File: config.mk
export PLATFORM = sky130hd
export DESIGN_NAME = pin_physics_flat
export DESIGN_NICKNAME = d
export VERILOG_FILES = /design/src/rtl/pin_physics_if.sv /design/src/rtl/pin_physics.sv /design/src/flat_wrapper.sv
export SDC_FILE = /design/constraint.sdc
export NUM_CORES = 2
export LEC_CHECK = 0
export CAP_MARGIN = 20
export CORE_AREA = 2 2 425 427
export CTS_CLUSTER_SIZE = 10
export DETAILED_ROUTE_END_ITERATION = 16
export DIE_AREA = 0 0 427 429
export PLACE_DENSITY_LB_ADDON = 0.15
export SLEW_MARGIN = 20
export SYNTH_ARGS = -nofsm -noshare
export SYNTH_HDL_FRONTEND = slang
export SYNTH_SLANG_ARGS = --single-unit
File: constraint.sdc
create_clock -name clk_in -period 33.1 [get_ports clk_in]
set_clock_uncertainty 0.05 [all_clocks]
set_input_delay 6.62 -clock clk_in [delete_from_list [all_inputs] [get_ports clk_in]]
set_output_delay 6.62 -clock clk_in [all_outputs]
set_load 0.05 [all_outputs]
File: src/rtl/pin_physics_if.sv
// Collision-to-physics bundle: rack load and collision results in, committed pin snapshot out.
// Pure wiring, no latency; no backpressure, since the producer pulses and the physics side drops work while busy.
interface pin_physics_if #(
    parameter int NUM_PINS = 10
);
    logic                      rack_load_in;
    logic [NUM_PINS-1:0][10:0] rack_x_in;
    logic [NUM_PINS-1:0][9:0]  rack_y_in;
    logic                      coll_valid_in;
    logic [NUM_PINS-1:0][15:0] coll_vx_in;
    logic [NUM_PINS-1:0][15:0] coll_vy_in;
    logic [NUM_PINS-1:0]       coll_hit_in;

    logic [NUM_PINS-1:0][10:0] pins_x_out;
    logic [NUM_PINS-1:0][9:0]  pins_y_out;
    logic [NUM_PINS-1:0][15:0] pins_vx_out;
    logic [NUM_PINS-1:0][15:0] pins_vy_out;
    logic [NUM_PINS-1:0]       pins_down_out;
    logic                      valid_out;
    logic                      busy_out;
    logic                      all_still_out;
    logic                      overrun_out;

    modport master (
        output rack_load_in, rack_x_in, rack_y_in,
        output coll_valid_in, coll_vx_in, coll_vy_in, coll_hit_in,
        input  pins_x_out, pins_y_out, pins_vx_out, pins_vy_out, pins_down_out,
        input  valid_out, busy_out, all_still_out, overrun_out
    );

    modport slave (
        input  rack_load_in, rack_x_in, rack_y_in,
        input  coll_valid_in, coll_vx_in, coll_vy_in, coll_hit_in,
        output pins_x_out, pins_y_out, pins_vx_out, pins_vy_out, pins_down_out,
        output valid_out, busy_out, all_still_out, overrun_out
    );
endinterface

File: src/rtl/pin_physics.sv
// Pin integrator: friction + position update, one pin per cycle; snapshot valid 11 cycles after coll_valid_in, 1 after rack load.
// No backpressure: collision results arriving while busy are dropped and flagged on the sticky overrun output.
module pin_physics #(
    parameter int NUM_PINS       = 10,
    parameter int FRAC_BITS      = 4,
    parameter int FRICTION_SHIFT = 5,
    parameter int SCREEN_WIDTH   = 1024,
    parameter int SCREEN_HEIGHT  = 768
) (
    input  logic         clk_in,
    input  logic         rst_in,
    pin_physics_if.slave bus
);
    localparam int PXW  = 11 + FRAC_BITS;
    localparam int PYW  = 10 + FRAC_BITS;
    localparam int IDXW = $clog2(NUM_PINS);

    localparam logic signed [16:0] X_LIM  = 17'(SCREEN_WIDTH << FRAC_BITS);
    localparam logic signed [16:0] Y_LIM  = 17'(SCREEN_HEIGHT << FRAC_BITS);
    localparam logic [PXW-1:0]     X_PARK = PXW'(SCREEN_WIDTH << FRAC_BITS);
    localparam logic [PYW-1:0]     Y_PARK = PYW'(SCREEN_HEIGHT << FRAC_BITS);

    typedef enum logic [1:0] {S_IDLE, S_UPDATE, S_COMMIT} state_t;

    state_t                    state_q;
    logic [IDXW-1:0]           idx_q;
    logic [NUM_PINS-1:0][PXW-1:0] px_q, px_d;
    logic [NUM_PINS-1:0][PYW-1:0] py_q, py_d;
    logic [NUM_PINS-1:0][15:0] vx_q, vx_d, vy_q, vy_d;
    logic [NUM_PINS-1:0]       down_q, down_d;
    logic [NUM_PINS-1:0][15:0] cap_vx_q, cap_vy_q;
    logic [NUM_PINS-1:0]       cap_hit_q;

    logic [NUM_PINS-1:0][10:0] x_out_q;
    logic [NUM_PINS-1:0][9:0]  y_out_q;
    logic [NUM_PINS-1:0][15:0] vx_out_q, vy_out_q;
    logic [NUM_PINS-1:0]       down_out_q;
    logic                      valid_q, still_q, overrun_q;

    logic [15:0]       vx_sel, vy_sel, vx_new, vy_new;
    logic signed [16:0] nx, ny;
    logic              retire, still_d;

    // Sign-magnitude decay; -32768 is folded to -32767 so the magnitude fits 15 bits.
    function automatic logic [15:0] friction(input logic [15:0] v);
        logic [15:0] vc, mag, dec, rem;
        vc  = (v == 16'h8000) ? 16'h8001 : v;
        mag = vc[15] ? (~vc + 16'd1) : vc;
        dec = mag >> FRICTION_SHIFT;
        if (dec == 16'd0) dec = 16'd1;
        rem = (mag > dec) ? (mag - dec) : 16'd0;
        friction = vc[15] ? (~rem + 16'd1) : rem;
    endfunction

    always_comb begin
        px_d   = px_q;
        py_d   = py_q;
        vx_d   = vx_q;
        vy_d   = vy_q;
        down_d = down_q;
        vx_sel = cap_hit_q[idx_q] ? cap_vx_q[idx_q] : vx_q[idx_q];
        vy_sel = cap_hit_q[idx_q] ? cap_vy_q[idx_q] : vy_q[idx_q];
        vx_new = friction(vx_sel);
        vy_new = friction(vy_sel);
        nx     = $signed(17'(px_q[idx_q])) + $signed({vx_new[15], vx_new});
        ny     = $signed(17'(py_q[idx_q])) + $signed({vy_new[15], vy_new});
        retire = nx[16] | ny[16] | (nx >= X_LIM) | (ny >= Y_LIM);
        if (state_q == S_UPDATE && !down_q[idx_q]) begin
            if (retire) begin
                down_d[idx_q] = 1'b1;
                px_d[idx_q]   = X_PARK;
                py_d[idx_q]   = Y_PARK;
                vx_d[idx_q]   = '0;
                vy_d[idx_q]   = '0;
            end else begin
                px_d[idx_q]   = nx[PXW-1:0];
                py_d[idx_q]   = ny[PYW-1:0];
                vx_d[idx_q]   = vx_new;
                vy_d[idx_q]   = vy_new;
            end
        end
        still_d = 1'b1;
        for (int i = 0; i < NUM_PINS; i++) begin
            if (vx_d[i] != '0 || vy_d[i] != '0) still_d = 1'b0;
        end
    end

    always_ff @(posedge clk_in) begin
        if (rst_in) begin
            state_q    <= S_IDLE;
            idx_q      <= '0;
            px_q       <= '0;
            py_q       <= '0;
            vx_q       <= '0;
            vy_q       <= '0;
            down_q     <= '0;
            cap_vx_q   <= '0;
            cap_vy_q   <= '0;
            cap_hit_q  <= '0;
            x_out_q    <= '0;
            y_out_q    <= '0;
            vx_out_q   <= '0;
            vy_out_q   <= '0;
            down_out_q <= '1;
            valid_q    <= 1'b0;
            still_q    <= 1'b1;
            overrun_q  <= 1'b0;
        end else begin
            valid_q <= 1'b0;
            if (bus.rack_load_in) begin
                // Load wins over everything and aborts any pass in flight.
                for (int i = 0; i < NUM_PINS; i++) begin
                    px_q[i] <= {bus.rack_x_in[i], {FRAC_BITS{1'b0}}};
                    py_q[i] <= {bus.rack_y_in[i], {FRAC_BITS{1'b0}}};
                end
                vx_q       <= '0;
                vy_q       <= '0;
                down_q     <= '0;
                x_out_q    <= bus.rack_x_in;
                y_out_q    <= bus.rack_y_in;
                vx_out_q   <= '0;
                vy_out_q   <= '0;
                down_out_q <= '0;
                valid_q    <= 1'b1;
                still_q    <= 1'b1;
                overrun_q  <= 1'b0;
                idx_q      <= '0;
                state_q    <= S_IDLE;
            end else begin
                if (bus.coll_valid_in && state_q != S_IDLE) overrun_q <= 1'b1;
                case (state_q)
                    S_IDLE: begin
                        if (bus.coll_valid_in) begin
                            cap_vx_q  <= bus.coll_vx_in;
                            cap_vy_q  <= bus.coll_vy_in;
                            cap_hit_q <= bus.coll_hit_in;
                            idx_q     <= '0;
                            state_q   <= S_UPDATE;
                        end
                    end
                    S_UPDATE: begin
                        px_q   <= px_d;
                        py_q   <= py_d;
                        vx_q   <= vx_d;
                        vy_q   <= vy_d;
                        down_q <= down_d;
                        if (idx_q == IDXW'(NUM_PINS - 1)) begin
                            // Commit from next-state so the last pin lands in the same snapshot.
                            for (int i = 0; i < NUM_PINS; i++) begin
                                x_out_q[i] <= px_d[i][PXW-1:FRAC_BITS];
                                y_out_q[i] <= py_d[i][PYW-1:FRAC_BITS];
                            end
                            vx_out_q   <= vx_d;
                            vy_out_q   <= vy_d;
                            down_out_q <= down_d;
                            still_q    <= still_d;
                            valid_q    <= 1'b1;
                            state_q    <= S_COMMIT;
                        end else begin
                            idx_q <= idx_q + IDXW'(1);
                        end
                    end
                    S_COMMIT: state_q <= S_IDLE;
                    default:  state_q <= S_IDLE;
                endcase
            end
        end
    end

    assign bus.pins_x_out    = x_out_q;
    assign bus.pins_y_out    = y_out_q;
    assign bus.pins_vx_out   = vx_out_q;
    assign bus.pins_vy_out   = vy_out_q;
    assign bus.pins_down_out = down_out_q;
    assign bus.valid_out     = valid_q;
    assign bus.busy_out      = (state_q != S_IDLE);
    assign bus.all_still_out = still_q;
    assign bus.overrun_out   = overrun_q;
endmodule
File: src/flat_wrapper.sv
// flat-port wrapper written by rule: the top's interface ports become plain ports
module pin_physics_flat 
#(
    parameter int NUM_PINS       = 10,
    parameter int FRAC_BITS      = 4,
    parameter int FRICTION_SHIFT = 5,
    parameter int SCREEN_WIDTH   = 1024,
    parameter int SCREEN_HEIGHT  = 768
)
  (clk_in, rst_in, bus_rack_load_in, bus_rack_x_in, bus_rack_y_in, bus_coll_valid_in, bus_coll_vx_in, bus_coll_vy_in, bus_coll_hit_in, bus_pins_x_out, bus_pins_y_out, bus_pins_vx_out, bus_pins_vy_out, bus_pins_down_out, bus_valid_out, bus_busy_out, bus_all_still_out, bus_overrun_out);
  pin_physics_if #(.NUM_PINS(NUM_PINS)) bus_i ();
  input  logic clk_in;
  input  logic rst_in;
  input wire logic [$bits(bus_i.rack_load_in)-1:0] bus_rack_load_in;
  input wire logic [$bits(bus_i.rack_x_in)-1:0] bus_rack_x_in;
  input wire logic [$bits(bus_i.rack_y_in)-1:0] bus_rack_y_in;
  input wire logic [$bits(bus_i.coll_valid_in)-1:0] bus_coll_valid_in;
  input wire logic [$bits(bus_i.coll_vx_in)-1:0] bus_coll_vx_in;
  input wire logic [$bits(bus_i.coll_vy_in)-1:0] bus_coll_vy_in;
  input wire logic [$bits(bus_i.coll_hit_in)-1:0] bus_coll_hit_in;
  output wire logic [$bits(bus_i.pins_x_out)-1:0] bus_pins_x_out;
  output wire logic [$bits(bus_i.pins_y_out)-1:0] bus_pins_y_out;
  output wire logic [$bits(bus_i.pins_vx_out)-1:0] bus_pins_vx_out;
  output wire logic [$bits(bus_i.pins_vy_out)-1:0] bus_pins_vy_out;
  output wire logic [$bits(bus_i.pins_down_out)-1:0] bus_pins_down_out;
  output wire logic [$bits(bus_i.valid_out)-1:0] bus_valid_out;
  output wire logic [$bits(bus_i.busy_out)-1:0] bus_busy_out;
  output wire logic [$bits(bus_i.all_still_out)-1:0] bus_all_still_out;
  output wire logic [$bits(bus_i.overrun_out)-1:0] bus_overrun_out;
  assign bus_i.rack_load_in = bus_rack_load_in;
  assign bus_i.rack_x_in = bus_rack_x_in;
  assign bus_i.rack_y_in = bus_rack_y_in;
  assign bus_i.coll_valid_in = bus_coll_valid_in;
  assign bus_i.coll_vx_in = bus_coll_vx_in;
  assign bus_i.coll_vy_in = bus_coll_vy_in;
  assign bus_i.coll_hit_in = bus_coll_hit_in;
  assign bus_pins_x_out = bus_i.pins_x_out;
  assign bus_pins_y_out = bus_i.pins_y_out;
  assign bus_pins_vx_out = bus_i.pins_vx_out;
  assign bus_pins_vy_out = bus_i.pins_vy_out;
  assign bus_pins_down_out = bus_i.pins_down_out;
  assign bus_valid_out = bus_i.valid_out;
  assign bus_busy_out = bus_i.busy_out;
  assign bus_all_still_out = bus_i.all_still_out;
  assign bus_overrun_out = bus_i.overrun_out;
  pin_physics #(.NUM_PINS(NUM_PINS), .FRAC_BITS(FRAC_BITS), .FRICTION_SHIFT(FRICTION_SHIFT), .SCREEN_WIDTH(SCREEN_WIDTH), .SCREEN_HEIGHT(SCREEN_HEIGHT)) u_core (.clk_in(clk_in), .rst_in(rst_in), .bus(bus_i));
endmodule
==> metrics <==
worst rel slew slack 0.143; worst-skew pair later-pin latency between 800 and 900 ps; Crit path max-delay family compound AO/OA/AOI/OAI gates; most common cell after layout, fill and taps aside dfxtp_1; setup TNS 0 ps; setup repair bufs after CTS 0; Cells after Synth 8,225; register area share after synthesis 0.437; die area between 150,000 and 200,000 sq um; fin crit period just under 20,000 ps; switching share of power 0.328; Post-synth EDFFs 0; DR DRC count 0; Hold Startpoint u_core.bus.pins_x_out[7]; # nets final between 9k and 10k; Vias per Instance approximately 5.8; Hold Path Stages 2; fraction of power consumed by the clock network 0.380; most frequent cells in the layout 1,495 x dfxtp_1, 1,312 x nand2_1, 1,227 x nor2_1; Worst R2R Path Depth 60; most used cell, CP buf_4; synth warn 0; synthesized area roughly 69,000 sq um; first-pass GRT wire length between 400,000 and 500,000 um; GP Congestion 0.995; Pint ~3.2 mW; RR Endpoint u_core.bus.pins_y_out[89]; post-synth top area cell dfxtp_1; leakage ~29 nW; Hold Vio Cnt, Final 0; worst hold path type reg2reg; # resized after CTS 0; sequential group share of total power 0.398; CTS Buf Count 176; vias in the first global route approximately 62k; Comb power frac 0.221; Yosys top cell area share 0.437; Distinct cells, synth 90; Sw Pwr about 1.6 mW; Avg Cell Area, Syn between 8 and 9 sq um; Slew @ Worst Pin approximately 1300 ps; WHS Endpoint u_core.bus.pins_x_out[7]; worst path bufs/invs 12; CP max stage cell buf_4; Clk pin slew, worst setup/hold paths around 60 ps; Total Wirelength between 300,000 and 400,000 um; CTS sink cnt around 1.5k; Setup violations, final 0; Pwr per Cell Area 54.9 nW/um^2; Remaining Overflow, GRT 0; CTS Hold Bufs 0; Antenna Nets Post-Route 0; Die Height around 430 um; via count of the routed design 65.7k; Clock Tree Buf Depth 3; layout cells sized above 1 0.0789; FMAX ~0.052 GHz; FF+latch count, synth about 1.5k; register-to-register setup slack between 10,000 and 15,000 ps; critical path depth 60; peak supply drop around 43 uV; MaxCap Viol Count 0; Area Growth Syn to Fin 25.6%; initial drt markers just over 7k; max incr delay on CP roughly 760 ps; CP Launch Type register; GRT Util Overall 0.340; Worst R2R Start u_core.idx_q[1]; Slew Viols, Final 0; Post-synth ARST share 0; WL per Instance around 29 um; drt pass-1 iters 9; CP Data Arrival Time roughly 20,000 ps; Top FF cell, synth dfxtp_1; Root Buffer Master clkbuf_16; # rows between 150 and 200; depth of the CTS H-tree 4; WP data required ~34,000 ps; status complete, no violations; initial cell density of the core 0.386; Core Region around 180,000 sq um; WS Path Type reg2reg; IO Port Bufs around 1.1k; RSZ-0062 raised after global routing false; Post-DP HPWL ~240,000 um; initial antenna violation count 46; pin count of the biggest net entering global routing roughly 250; CTS tree done; fin util 0.485; critical path fanouts, max between 40 and 50; io pins between 1k and 1.5k; Die Wd around 430 um; period utilization 0.582; ranking of synthesized cells by area dfxtp_1 44%, nand2_1 7.2%, mux2i_1 6.8%; crit end category register
## power groups by stage
stage	clock, mW	combinational, mW	sequential, mW
4_1_cts	1.82	1.02	1.89
3_5_place_dp	0	1.02	1.92
5_1_grt	1.89	1.09	1.89
3_3_place_gp	0	1.01	1.92
2_1_floorplan	0	0.535	1.96
6_report	1.80	1.05	1.89
## per-layer routing
layer / share of wire / GRT usage / routed length (um)
met2: 0.47 / 0.551 / 152000
met1: 0.38 / 0.408 / 125000
met3: 0.084 / 0.0840 / 27300
met5: 0.00089 / 0 / 290
met4: 0.066 / 0.194 / 21300
## cells by family after synthesis
logic type,Yosys count,synth area share
buf+inv,739,0.0433
fa+ha+maj,63,0.0119
xor+xnor,86,0.0111
mux,733,0.134
simple gates,3165,0.194
other cells,1,0.0000546
compound gates,1939,0.169
flops,1499,0.437
## final cells by class
cell class | count | area, sq um
sequential | 1499 | 30000
multi-input combinational | 5988 | 35900
fill | 17200 | 91700
antenna | 19 | 47.5
clock buffer | 236 | 4900
timing repair buffer | 1229 | 12100
clock inverter | 13 | 185
tap | 2355 | 2950
inverter | 54 | 203
## tightest hold or removal path, stage by stage (launching register included)
cell	delay, ps
dfxtp_1	310
nand2_1	50
a21oi_1	50
## cell usage after synthesis (22+ instances only)
cell / number
buf_2: 33
o22ai_1: 89
nor4_1: 43
mux2i_1: 469
ha_1: 59
xor2_1: 32
o21ai_1: 24
nand3_1: 45
mux2_2: 129
a221oi_1: 44
o21a_1: 45
a21oi_1: 935
nand4_1: 51
xnor2_1: 53
nor2b_1: 176
nor2_1: 1231
inv_1: 54
nor3_1: 154
clkbuf_1: 522
buf_1: 98
o21ai_0: 247
a211oi_1: 382
a31oi_1: 23
buf_4: 22
dfxtp_1: 1499
nand2_1: 1321
mux4_2: 134
## per-stage QoR
step / hold slack [ps] / setup slack [ps] / instance area, sq um / std cells / power [mW]
2_1_floorplan: 383 / 20280 / 68700 / 8226 / 2.50
3_3_place_gp: 388 / 14680 / 81100 / 11100 / 2.93
3_5_place_dp: 394 / 14360 / 81100 / 11100 / 2.94
4_1_cts: 402 / 14280 / 86200 / 11400 / 4.73
5_1_grt: 411 / 12960 / 86300 / 11400 / 4.87
6_report: 402 / 13830 / 86300 / 11400 / 4.74
## sequential cells by signal (all words and copies together), names as in the netlist, 10 cells and up, named ones only
register / count
u_core.py_q: 100
u_core.bus.pins_down_out: 10
u_core.cap_hit_q: 10
u_core.bus.pins_x_out: 110
u_core.bus.pins_y_out: 100
u_core.bus.pins_vx_out: 160
u_core.bus.pins_vy_out: 160
u_core.vy_q: 160
u_core.cap_vy_q: 160
u_core.cap_vx_q: 160
u_core.px_q: 110
u_core.vx_q: 160
u_core.down_q: 10
## worst max-delay path by stage
stage	slack, ps	start	to
after detailed placement	14360	u_core.idx_q[1]	u_core.bus.pins_y_out[89]
final	13830	u_core.idx_q[1]	u_core.bus.pins_y_out[89]
after CTS	14280	u_core.idx_q[1]	u_core.bus.pins_y_out[89]
after global placement	14680	u_core.idx_q[1]	u_core.bus.pins_y_out[99]
after global routing	12960	u_core.idx_q[1]	u_core.bus.pins_y_out[8]
after floorplan	20280	u_core.idx_q[1]	u_core.bus.all_still_out
(Power assumes the default switching activity.)
